`src/rtl/piso_shift_register.sv`:
```
// piso_shift_register
// Parallel-in/serial-out shifter. One word is accepted on the valid/ready load port.
// It is then streamed out one bit per accepted serial beat.
// serial_out is always taken straight from a register bit.

module piso_shift_register #(
  parameter int width     = 32,
  parameter bit MSB_FIRST = 1'b0
) (
  input  logic                     clk,
  input  logic                     rst_n,
  input  logic                     clear,
  input  logic [width-1:0]         parallelIn,
  input  logic                     load_valid,
  output logic                     load_ready,
  output logic                     serial_out,
  output logic                     serial_valid,
  input  logic                     serial_ready,
  output logic                     last,
  output logic                     busy,
  output logic [$clog2(width):0]   bits_left
);

  localparam int CW = $clog2(width) + 1;

  localparam logic [0:0] ST_IDLE  = 1'b0;
  localparam logic [0:0] ST_SHIFT = 1'b1;

  logic [0:0]       state_q, state_d;
  logic [width-1:0] shreg_q, shreg_d;
  logic [CW-1:0]    cnt_q,   cnt_d;
  logic [width-1:0] shreg_shifted;
  logic             beat;

  // Shift one position toward the output end and fill the vacated bit with 0.
  generate
    if (MSB_FIRST) begin : g_msb_first
      assign shreg_shifted = {shreg_q[width-2:0], 1'b0};
      assign serial_out    = shreg_q[width-1];
    end else begin : g_lsb_first
      assign shreg_shifted = {1'b0, shreg_q[width-1:1]};
      assign serial_out    = shreg_q[0];
    end
  endgenerate

  assign beat         = (state_q == ST_SHIFT) && serial_ready;
  assign load_ready   = (state_q == ST_IDLE);
  assign serial_valid = (state_q == ST_SHIFT);
  assign busy         = (state_q == ST_SHIFT);
  assign last         = (state_q == ST_SHIFT) && (cnt_q == CW'(1));
  assign bits_left    = cnt_q;

  // Next-state logic. clear overrides both a load and a serial beat.
  always_comb begin
    state_d = state_q;
    shreg_d = shreg_q;
    cnt_d   = cnt_q;
    if (clear) begin
      state_d = ST_IDLE;
      shreg_d = '0;
      cnt_d   = '0;
    end else begin
      case (state_q)
        ST_IDLE: begin
          if (load_valid) begin
            shreg_d = parallelIn;
            cnt_d   = CW'(width);
            state_d = ST_SHIFT;
          end
        end
        default: begin
          // A new load is ignored while shifting. The held word only advances on a beat.
          if (beat) begin
            shreg_d = shreg_shifted;
            cnt_d   = cnt_q - CW'(1);
            if (cnt_q == CW'(1)) begin
              state_d = ST_IDLE;
            end
          end
        end
      endcase
    end
  end

  // State, shift register and bit counter. The asynchronous reset returns all of them to idle.
  always_ff @(posedge clk or negedge rst_n) begin
    if (!rst_n) begin
      state_q <= ST_IDLE;
      shreg_q <= '0;
      cnt_q   <= '0;
    end else begin
      state_q <= state_d;
      shreg_q <= shreg_d;
      cnt_q   <= cnt_d;
    end
  end

endmodule

```
`config.mk`:
```
export PLATFORM = sky130hd
export DESIGN_NAME = piso_shift_register
export DESIGN_NICKNAME = d
export VERILOG_FILES = /design/src/rtl/piso_shift_register.sv
export SDC_FILE = /design/constraint.sdc
export NUM_CORES = 1
export LEC_CHECK = 0
export ABC_AREA = 1
export BUFFER_PORTS_ARGS = -buffer_cell sky130_fd_sc_hd__buf_4
export CAP_MARGIN = 20
export CELL_PAD_IN_SITES_DETAIL_PLACEMENT = 2
export CELL_PAD_IN_SITES_GLOBAL_PLACEMENT = 2
export CORE_MARGIN = 2
export CORE_UTILIZATION = 32
export DETAILED_ROUTE_END_ITERATION = 10
export PLACE_DENSITY = 0.8
export SYNTH_ARGS = -nofsm -noshare
export SYNTH_HDL_FRONTEND = slang
export SYNTH_SLANG_ARGS = --single-unit
```
`constraint.sdc`:
```
create_clock -name clk -period 3.1 [get_ports clk]
set_input_delay 0.31 -clock clk [delete_from_list [all_inputs] [get_ports clk]]
set_output_delay 0.31 -clock clk [all_outputs]
set_load 0.05 [all_outputs]
```
== Yosys cells after proc, flatten, opt, wreduce, memory -nomap -nowiden ==
Cells that the tools add are included.

* Register bits: 39
* Bits of input ports: 37
* Output and inout bits: 11
* Logic and storage cells: 24

* Add/subtract/negate cells: 1
* Equal/unequal tests: 2
* Mux-type cells: 13
* Bitwise gates (word level): 1
* Reduce and logical (&&, ||, !) cells: 4

{| class="wikitable"
|+ Operators with widths
! cell !! number
|-
| 32-bit two-way mux || 4
|-
| 6-bit two-way mux || 4
|-
| 6-bit by 1-bit equality test with 1-bit output (second input constant) || 1
|-
| 6-bit by 1-bit subtractor with 6-bit output (second input constant) || 1
|-
| 1-bit two-way mux || 5
|-
| 3-bit by 2-bit inequality test with 1-bit output (second input constant) || 1
|-
| 3-bit nonzero test || 1
|-
| 1-bit logical AND || 2
|-
| 2-bit AND reduction || 1
|-
| 1-bit inverter || 1
|}

== Depth between registers and ports, before layout ==
* Depth after elaboration: 5
* Mapped depth: 8

== Worst setup path after synthesis ==
OpenSTA, ideal clock, no wires.

* Path kind: register -> output
* Start point: reg state_q (netlist: busy)
* End point: out last
* Data arrival time: 1.742 ns
* Data required time: 2.790 ns
* Setup slack: 1.048 ns
* Cell stages (with the launch flop): 3
* Cells stage by stage: dfrtp_1 -> inv_2 -> nor2_1

* Longest elaborated chain between the ends: 1

{| class="wikitable"
|+ Ends and longest elaborated chain
! item !! RTL line !! RTL
|-
| start: declaration || 29 || <nowiki>logic [0:0] state_q, state_d;</nowiki>
|-
| start signal: assignment || 92 || <nowiki>state_q <= state_d;</nowiki>
|-
| 1-bit logical AND || 50 || <nowiki>assign last = (state_q == ST_SHIFT) && (cnt_q == CW'(1));</nowiki>
|-
| end: declaration || 19 || <nowiki>output logic last,</nowiki>
|}

No other way between the ends.

== Final worst setup path ==
* Start point: reg state_q (netlist: busy)
* End point: reg cnt_q[5] (netlist: bits_left[5])

* Longest elaborated chain between the ends: 3

{| class="wikitable"
|+ Ends and longest elaborated chain
! item !! RTL line !! RTL
|-
| 1-bit logical AND || 46 || <nowiki>assign beat = (state_q == ST_SHIFT) && serial_ready;</nowiki>
|-
| 3-bit by 2-bit inequality test with 1-bit output (no line) || n/a ||
|-
| 2-bit AND reduction (no line) || n/a ||
|-
| end signal: assignment || 94 || <nowiki>cnt_q <= cnt_d;</nowiki>
|-
| end: declaration || 31 || <nowiki>logic [CW-1:0] cnt_q, cnt_d;</nowiki>
|}

Parallel ways exist; a longest one is shown, timed or not.
A chain may end at the register's enable or synchronous reset.

==> metrics.md <==
| Metric | Value |
|---|---|
| Drt first pass iters | 4 |
| Slew at the pin closest to its max-slew limit | about 0.54 ns |
| Synthesized flop and latch total | 39 |
| Area used by sequential logic in the layout | 976 um2 |
| Top cells by area in the synthesized netlist | sky130_fd_sc_hd__dfrtp_1 (50%), sky130_fd_sc_hd__nand2_1 (18%), sky130_fd_sc_hd__o21ai_1 (6.2%), sky130_fd_sc_hd__a22oi_1 (6.2%), sky130_fd_sc_hd__inv_1 (4.6%) |
| Share of Yosys cell area claimed by the top area cell type | 50.1% |
| Row count | 28 |
| Number of different library cells in the post-synthesis netlist | 22 |
| Total power consumption of the routed design | 1.19 mW |
| Final clock period utilization by the worst path | between 60% and 70% |
| Clk_skew | between 0.004 and 0.005 ns |
| Number of setup violations in the final report | 0 |
| DRT iter0 DRCs | 40 |
| Sink Count | 39 |
| Remaining design rule violation count | 0 |
| Most frequent standard cell in the layout excluding fill and tap cells | sky130_fd_sc_hd__nand2_1 |
| Vias/cell | between 4 and 5 |
| Worst setup EP type | flip-flop |
| Final setup TNS | 0 ns |
| Count of max-cap constraint violations | 0 |
| Overflow left after global routing | 0 |
| Final hold violations | 29 |
| Max rail drop VDD | around 0.16 mV |
| Reg-to-Reg End | bits_left[5]$_DFFE_PN0P_ |
| Most frequent cells in the layout | sky130_fd_sc_hd__nand2_1 (91), sky130_fd_sc_hd__buf_4 (50), sky130_fd_sc_hd__dfrtp_1 (39) |
| TritonCTS clock tree | yes |
| Initial antenna violation count | 0 |
| Crit path time final | between 1.5 and 2 ns |
| Maximum number of pins on one net before global-route repair | 40 |
| Buffers on Ports | 47 |
| Clk slew on worst S/H paths | approximately 0.080 ns |
| Crit path arrival time | approximately 2.1 ns |
| Sum of net half-perimeters after detailed placement | 3720 um |
| R2R Setup Slk | roughly 1.2 ns |
| Biggest fanout along the worst timing path | 34 |
| WL/cell | 14.5 um |
| Total non-filler cell area in the finished layout | 2420 um2 |
| Number of nets still failing antenna checks after routing | 0 |
| Post-Syn Instances | approximately 250 |
| Clock root buffer | sky130_fd_sc_hd__clkbuf_8 |
| CTS Buffer Depth | 2 |
| Relative slew margins | a little under two thirds |
| Chip width | between 80 and 90 um |
| Kind of start point of the critical path | flip-flop |
| Failing checks | hold timing |
| Number of buffers added by the clock tree synthesis step | 5 |
| Later-pin clock latency in the skew report | approximately 0.29 ns |
| Outcome | complete, but fails checks |
| Leakage component of the power | between 1 and 1.5 nW |
| FF-to-FF path depth | 9 |
| Layout filler cell count | 701 |
| Required time worst endpoint | ~3.3 ns |
| Diode count | 0 |
| Launch instance of the worst register-to-register path | busy$_DFF_PN0_ |
| Part of the Yosys area used for sequential elements | between 50% and 60% |
| Initial Utilization | about a third |
| Final Wtd Congestion | a little over 0.7 |
| Avg Cell Area, Syn | 7.92 um2 |
| Maximum achievable frequency | just over 0.5 GHz |
| Number of global-route vias before repair | ~1900 |
| Worst hold path class | in2async |
| Type of the setup path with the least slack | reg2reg |
| Area added between synthesis and finish | 24.0% |
| Net count of the mapped netlist | ~290 |
| Max-slew violation count | 0 |
| CTS-repair resized insts | 0 |
| Core Region | between 5000 and 6000 um2 |
| Final standard cell utilization of the core | between 40% and 50% |
| Cell area after placement | approximately 2300 um2 |
| Area occupied by multi-input gates | between 700 and 800 um2 |
| Overall die area | 6730 um2 |
| Netlist Area Pre-Place | slightly below 2000 um2 |
| Fraction of final layout cells sized beyond drive strength 1 | around 22% |
| Num ports | 48 |
| Total global-route track usage | approximately 18% |
| Post CTS Setup Buffer Count | 0 |
| Yosys synthesis warning count | 0 |
| Nets | approximately 330 |
| Total of hold buffers inserted after clock tree synthesis | 0 |
| Routed Wire Length | between 5000 and 6000 um |
| Vertical die dimension | roughly 82 um |
| H-tree level count | 2 |
| Worst-case hold slack | -0.0150 ns |
| Power per unit of standard cell area | around 490 nW/um2 |
| Setup repair after global routing missed its margin | no |
| Vias after detailed routing | roughly 1800 |
| Global-route wire length before repair | ~9200 um |
| Largest area contributor in the netlist | sky130_fd_sc_hd__dfrtp_1 |
[synthesized netlist by cell type, drive strengths merged]
cell type,instances
nand2,93
dfrtp,39
o21ai,37
inv,26
a22oi,16
buf,13
nor2,8
nand3,3
nand4,3
a21oi,2
ha,2
clkbuf,1
nor3,1
o22ai,1
or2,1
[worst max-delay path by stage]
stage                     cells past startpoint  slack [ns]      startpoint                        to
after global placement                        9        1.23  busy$_DFF_PN0_  bits_left[5]$_DFFE_PN0P_
after CTS                                     9        1.12  busy$_DFF_PN0_  bits_left[5]$_DFFE_PN0P_
after detailed placement                      9        1.14  busy$_DFF_PN0_  bits_left[5]$_DFFE_PN0P_
final                                         9        1.17  busy$_DFF_PN0_  bits_left[5]$_DFFE_PN0P_
after global routing                          9        0.91  busy$_DFF_PN0_  bits_left[5]$_DFFE_PN0P_
after floorplan                               2        1.05  busy$_DFF_PN0_                      last
[power breakdown]
group          total, mW  leakage, nW  internal [mW]  switching [mW]
clock network      0.354       0.0470          0.175           0.179
registers          0.589        0.514          0.557          0.0327
logic              0.250        0.632         0.0918           0.158
total               1.19         1.19          0.823           0.370
[state kept, by name, indices dropped and copies added, names as in the netlist]
name / count
shreg_q: 32
bits_left: 6
busy: 1
[critical path: stages, from the launching register on]
cell and delay, ns:
sky130_fd_sc_hd__dfrtp_1 0.47, sky130_fd_sc_hd__inv_2 0.09, sky130_fd_sc_hd__nor2_4 0.07, sky130_fd_sc_hd__buf_4 0.33
sky130_fd_sc_hd__nand2_2 0.10, sky130_fd_sc_hd__nand2_2 0.21, sky130_fd_sc_hd__buf_4 0.34, sky130_fd_sc_hd__nor2_1 0.08
sky130_fd_sc_hd__nand2_1 0.07, sky130_fd_sc_hd__nand2_1 0.05
[routing by layer]
| metal | routed length, um | GRT usage, % |
|---|---|---|
| met2 | 2650 | 30.4 |
| met5 | 0 | 0 |
| met4 | 39 | 4.50 |
| met3 | 184 | 3.63 |
| met1 | 2400 | 23.5 |
[metrics by stage]
| stage | hold slack, ns | std cells | setup slack (ns) |
|---|---|---|---|
| floorplan | 0.0144 | 246 | 1.05 |
| global placement | 0.331 | 357 | 1.23 |
| detailed placement | 0.329 | 357 | 1.14 |
| CTS | 0.00133 | 364 | 1.12 |
| global route | 0.0270 | 364 | 0.912 |
| finish | -0.0150 | 364 | 1.17 |
[cell type report]
class / count / share of cell area (%)
Clock buffer: 6 / 3.42
Clock inverter: 1 / 0.207
Inverter: 26 / 4.04
Multi-Input combinational cell: 167 / 32.5
Sequential cell: 39 / 40.4
Tap cell: 75 / 3.88
Timing Repair Buffer: 50 / 15.5
[logic make-up after synthesis]
family / Yosys count / share of synthesized area [%]
DFF: 39 / 50.1
and+or+nand+nor: 109 / 22.5
AOI/OAI and AO/OA: 56 / 16.5
adders and majority gates: 2 / 1.28
buffers and inverters: 40 / 9.57
Power figures use the tool's default switching activity.
